<file path="src/rtl/sdm_pkg.sv">
// Shared SDM definitions: CIC sizing, PCM saturation and the bit-to-level mapping
// used by both the DAC model and the CIC decoder.
package sdm_pkg;

    localparam int   CIC_ORDER   = 3;
    // Bitstream value that represents +1; the other value represents -1.
    localparam logic SDM_POS_BIT = 1'b1;

    typedef struct packed {
        logic signed [31:0] val;
        logic               sat;
    } sat_t;

    function automatic int cic_width(input int decim, input int order);
        return 2 + order * $clog2(decim);
    endfunction

    function automatic sat_t sat_pcm(input logic signed [31:0] value, input int out_w);
        logic signed [31:0] hi;
        logic signed [31:0] lo;
        sat_t               r;
        hi    = (32'sd1 <<< (out_w - 1)) - 32'sd1;
        lo    = -hi - 32'sd1;
        r.val = value;
        r.sat = 1'b0;
        if (value > hi) begin
            r.val = hi;
            r.sat = 1'b1;
        end else if (value < lo) begin
            r.val = lo;
            r.sat = 1'b1;
        end
        return r;
    endfunction

endpackage

</file>
<file path="src/rtl/sdm_cic_comb.sv">
// Registered CIC comb cascade (differential delay 1) on the decimated sample,
// followed by output scaling and PCM saturation.
module sdm_cic_comb
    import sdm_pkg::*;
#(
    parameter int W     = 20,
    parameter int ORDER = 3,
    parameter int SHIFT = 3,
    parameter int OUT_W = 16
) (
    input  logic                    clk,
    input  logic                    rst_n,
    input  logic                    i_valid,
    input  logic [W-1:0]            i_data,
    output logic                    o_valid,
    output logic signed [OUT_W-1:0] o_data,
    output logic                    o_sat
);

    // Small ratios need a left shift to fill the PCM range.
    localparam int SHR = (SHIFT > 0) ? SHIFT : 0;
    localparam int SHL = (SHIFT < 0) ? -SHIFT : 0;

    logic [ORDER-1:0][W-1:0] r_dly;
    logic [ORDER:0][W-1:0]   w_c;
    logic signed [31:0]      w_scaled;
    sat_t                    w_sat;
    logic [31-OUT_W:0]       w_unused_hi;

    assign w_c[0] = i_data;

    for (genvar k = 0; k < ORDER; k++) begin : g_comb
        assign w_c[k+1] = w_c[k] - r_dly[k];
    end

    assign w_scaled    = (32'($signed(w_c[ORDER])) >>> SHR) <<< SHL;
    assign w_sat       = sat_pcm(w_scaled, OUT_W);
    assign w_unused_hi = w_sat.val[31:OUT_W];

    always_ff @(posedge clk or negedge rst_n) begin
        if (!rst_n) begin
            r_dly   <= '0;
            o_valid <= 1'b0;
            o_data  <= '0;
            o_sat   <= 1'b0;
        end else begin
            o_valid <= i_valid;
            o_sat   <= i_valid & w_sat.sat;
            if (i_valid) begin
                r_dly  <= w_c[ORDER-1:0];
                o_data <= w_sat.val[OUT_W-1:0];
            end
        end
    end

endmodule

</file>
<file path="src/rtl/sdm_cic_decimator.sv">
// CIC decimator turning a 1-bit sigma-delta stream into signed PCM; integrators and
// the block counter live here, combs/scaling/saturation in sdm_cic_comb.
module sdm_cic_decimator
    import sdm_pkg::*;
#(
    parameter int DECIM = 64,
    parameter int OUT_W = 16,
    parameter int ORDER = 3
) (
    input  logic                    clk,
    input  logic                    rst_n,
    input  logic                    valid_in,
    input  logic                    sdm_in,
    output logic                    valid_out,
    output logic signed [OUT_W-1:0] audio_out,
    output logic                    sat_out
);

    localparam int W     = cic_width(DECIM, ORDER);
    localparam int CW    = $clog2(DECIM);
    localparam int SHIFT = ORDER * CW - (OUT_W - 1);

    if (ORDER != CIC_ORDER) begin : g_order_chk
        $error("sdm_cic_decimator: ORDER must be %0d", CIC_ORDER);
    end
    if (DECIM < 4 || DECIM > 256 || (DECIM & (DECIM - 1)) != 0) begin : g_decim_chk
        $error("sdm_cic_decimator: DECIM must be a power of two in 4..256");
    end

    logic [CW-1:0]           r_cnt;
    logic [ORDER-1:0][W-1:0] r_int;
    logic [W-1:0]            r_dec;
    logic [1:0]              r_vld_pipe;
    logic [W-1:0]            w_x;
    logic                    w_last;

    assign w_x    = (sdm_in == SDM_POS_BIT) ? W'(1) : {W{1'b1}};
    assign w_last = valid_in && (r_cnt == CW'(DECIM - 1));

    // Integrator sums wrap modulo 2^W; the comb differences undo the wrap.
    always_ff @(posedge clk or negedge rst_n) begin
        if (!rst_n) begin
            r_cnt <= '0;
            r_int <= '0;
        end else if (valid_in) begin
            r_cnt    <= w_last ? '0 : r_cnt + CW'(1);
            r_int[0] <= r_int[0] + w_x;
            for (int k = 1; k < ORDER; k++) begin
                r_int[k] <= r_int[k] + r_int[k-1];
            end
        end
    end

    // [0]: block completed last edge; [1]: decimated sample ready for the comb.
    always_ff @(posedge clk or negedge rst_n) begin
        if (!rst_n) begin
            r_vld_pipe <= '0;
            r_dec      <= '0;
        end else begin
            r_vld_pipe <= {r_vld_pipe[0], w_last};
            if (r_vld_pipe[0]) begin
                r_dec <= r_int[ORDER-1];
            end
        end
    end

    sdm_cic_comb #(
        .W     (W),
        .ORDER (ORDER),
        .SHIFT (SHIFT),
        .OUT_W (OUT_W)
    ) u_comb (
        .clk     (clk),
        .rst_n   (rst_n),
        .i_valid (r_vld_pipe[1]),
        .i_data  (r_dec),
        .o_valid (valid_out),
        .o_data  (audio_out),
        .o_sat   (sat_out)
    );

endmodule

</file>
<file path="config.mk">
export PLATFORM = sky130hd
export DESIGN_NAME = sdm_cic_decimator
export DESIGN_NICKNAME = d
export VERILOG_FILES = /design/src/rtl/sdm_pkg.sv /design/src/rtl/sdm_cic_comb.sv /design/src/rtl/sdm_cic_decimator.sv
export SDC_FILE = /design/constraint.sdc
export NUM_CORES = 1
export LEC_CHECK = 0
export CAP_MARGIN = 20
export CELL_PAD_IN_SITES_DETAIL_PLACEMENT = 1
export CELL_PAD_IN_SITES_GLOBAL_PLACEMENT = 1
export CORE_MARGIN = 1.5
export CORE_UTILIZATION = 46
export DETAILED_ROUTE_END_ITERATION = 8
export DONT_BUFFER_PORTS = 1
export GPL_ROUTABILITY_DRIVEN = 0
export PLACE_DENSITY_LB_ADDON = 0.05
export SLEW_MARGIN = 20
export SYNTH_ARGS = -nofsm -noshare
export SYNTH_HDL_FRONTEND = slang
export SYNTH_SLANG_ARGS = --single-unit
</file>
<file path="constraint.sdc">
create_clock -name clk -period 5.71 [get_ports clk]
set_clock_uncertainty 0.2 [all_clocks]
set_input_delay 1.142 -clock clk [delete_from_list [all_inputs] [get_ports clk]]
set_output_delay 1.142 -clock clk [all_outputs]
set_load 0.005 [all_outputs]
</file>
==> flow_summary_export.csv <==
group,metric,value,unit
sta,hold_ws,194,ps
synth,async_flop_share,100,%
critical_path,crit_path_end_kind,"flop",
detailed_routing,routedWlPerCell,15.4,um
critical_path,critPathSlowestCell,"dfrtp_1",
detailed_routing,drc,0,
synth,synth_edf_count,0,
clock_network,htreeDepth,4,
sta,setup_slack,-237,ps
clock_network,clock_sinks,166,
detailed_routing,m1WireLength,11400,um
critical_path,cpMostUsedCell,"a21oi_2",
sta,finalHoldViolations,0,
clock_network,cts_root_buf,"clkbuf_16",
synth,seq_area_frac_synth,36.6,%
detailed_routing,dr_wl_met3,279,um
sta,finalCritPeriodShare,104,%
clock_network,cts_buffers,17,
critical_path,cp_max_fo,7,
global_route,grt_pass1_vias,9388,
sta,slew_headroom,42.1,%
sta,setup_violations,17,
critical_path,critPathRequiredTime,5780,ps
detailed_routing,num_vias,8963,
detailed_routing,final_antenna_net_count,0,
global_route,antenna_found_initial,0,
floorplanning,initial_core_util,46.8,%
place,dp_hpwl,18100,um
critical_path,critical-path-top-delay-family,"compound AO/OA/AOI/OAI gates",
final_layout,n_antenna_cell,0,
final_layout,nets,1436,
detailed_routing,drt-initial-drc-count,225,
sta,tightest_slew,869,ps
global_route,grt.total_usage,20.5,%
detailed_routing,drt_first_pass_iters,4,
place,numPortBuffers,0,
floorplanning,die_w,160,um
worst_hold_path,min_path_type,"input port to async pin",
final_layout,final_common_cell,"dfrtp_1",
synth,ys_types,73,
outcome,violations,"negative setup slack",
clock_network,clock_path_buffers,2,
clock_network,cts_tree,"done",
outcome,status,"finished, violations left",
sta,max_freq,168,MHz
critical_path,slowest_delay,400,ps
synth,synth_area,11300,um2
synth,synth_top_cell_area_share,36.6,%
critical_path,start_kind,"flop",
floorplanning,io-pin-count,22,
clock_network,clk_pin_slew,70,ps
detailed_routing,routed_wl,25400,um
synth,synth_top_area_cell,"dfrtp_1",
job,maxCapViolations,0,
critical_path,critPathArrivalTime,6010,ps
synth,synth_ff_type,"dfrtp_1",
floorplanning,core.rowCount,57,
sta,final.min_clock_period,5950,ps
global_route,grt_overflow,0,
floorplanning,dieArea,25600,um2
final_layout,fill_cells,2785,
detailed_routing,route.top_layer_used,"met4",
synth,synth_nets,1332,
critical_path,crit_buf_inv,3,
floorplanning,core,24200,um2
critical_path,worstSetupPathType,"flop to flop",
synth,synth_area_leaders,"dfrtp_1, ha_1, mux2_2",
synth,ys_warn_count,0,
final_layout,mostFrequentLayoutCells,"dfrtp_1, buf_4, ha_1",
floorplanning,die_height,160,um
synth,syn_area_per_cell,9.38,um2
clock_network,clk_latency,440,ps
detailed_routing,viasPerCell,5.43,
synth,synth_seq_cells,166,
final_layout,syn_to_final_growth,17.6,%
sta,rsz0062_at_grt,"true",
final_layout,final_core_util,55.0,%
detailed_routing,met2WireLength,13200,um
global_route,grt_pass1_wl,43500,um
sta,drv_slew,0,
clock_network,ctsHoldBuffers,0,
synth,syn_inst,1210,
global_route,grt_max_degree,167,
final_layout,drive_gt1_share,20.0,%
[worst paths after layout]
kind                            startpoint  depth (start not counted)  slack [ps]           endpoint
worst max-delay path              r_dec[0]                         29        -240   u_comb.o_data[1]
worst min-delay path                 rst_n                          0         190  u_comb.o_data[15]
worst max register to register    r_dec[0]                         29        -240   u_comb.o_data[1]
worst min register to register   r_int[59]                          1         270          r_int[59]
max in group asynchronous            rst_n                          0        4870      r_vld_pipe[1]
min in group clk                 r_int[59]                          1         270          r_int[59]
[metal layers]
metal  GRT usage, %  vias up
met2           38.2       57
met4           7.01        0
li1               -     4555
met3           2.65       33
met5              0        -
met1           24.0     4318
[cells by family (layout without fill, tap and decap cells)]
| group | Yosys count | count (layout) | synth area share (%) |
|---|---|---|---|
| adders and majority gates | 118 | 118 | 13.3 |
| and+or+nand+nor | 307 | 307 | 13.1 |
| xor gates and xnor gates | 88 | 88 | 6.79 |
| AOI/OAI and AO/OA | 338 | 339 | 19.2 |
| buffers and inverters | 125 | 241 | 4.21 |
| muxes | 68 | 68 | 6.70 |
| DFF | 166 | 166 | 36.6 |
[repair_timing]
action | 4_1_cts | 5_1_grt
pin swaps | 25 | 5
gates resized for setup | 18 | 18
setup endpoints to repair | 17 | 17
cloned | 1 | 0
buffers inserted | 11 | 9
[area by class of cell]
| cell class | count | area, um2 | area share (%) |
|---|---|---|---|
| clock buffers | 18 | 429 | 3.22 |
| clock inverters | 14 | 186 | 1.40 |
| inverters | 95 | 357 | 2.67 |
| multi-input cells | 920 | 6930 | 52.0 |
| flip-flops and latches | 166 | 4160 | 31.2 |
| well taps | 324 | 405 | 3.04 |
| repair buffers | 114 | 876 | 6.56 |
[sequential cells by signal, summed over array words and instances (netlist names)]
name / count
r_cnt: 6
r_dec: 20
r_int: 60
r_vld_pipe: 2
u_comb.o_data: 16
u_comb.o_sat: 1
u_comb.o_valid: 1
u_comb.r_dly: 60
[cells in the mapped netlist, drive strengths merged, types with 13 or more instances]
cell type	n
a21oi	73
o21ai	112
mux2	64
o21a	17
dfrtp	166
nand2	106
xnor2	62
clkbuf	26
nand2b	13
a21o	23
ha	113
or3	14
nor3	21
nor2	59
a211oi	20
xor2	26
nand3	27
nor2b	21
inv	93
[per-stage QoR]
stage / instance area, um2 / cells / setup WS (ps) / setup TNS (ps)
after detailed placement: 12400 / 1598 / -616 / -9060
after CTS: 13200 / 1642 / -305 / -4300
after global placement: 12400 / 1598 / -480 / -7320
after global routing: 13300 / 1651 / -546 / -8810
final: 13300 / 1651 / -237 / -3560
after floorplan: 11400 / 1210 / -210 / -2680
Power is left out: the tool's default activity adds up to more than one toggle a clock period on the data nets, which glitch-free logic cannot reach.
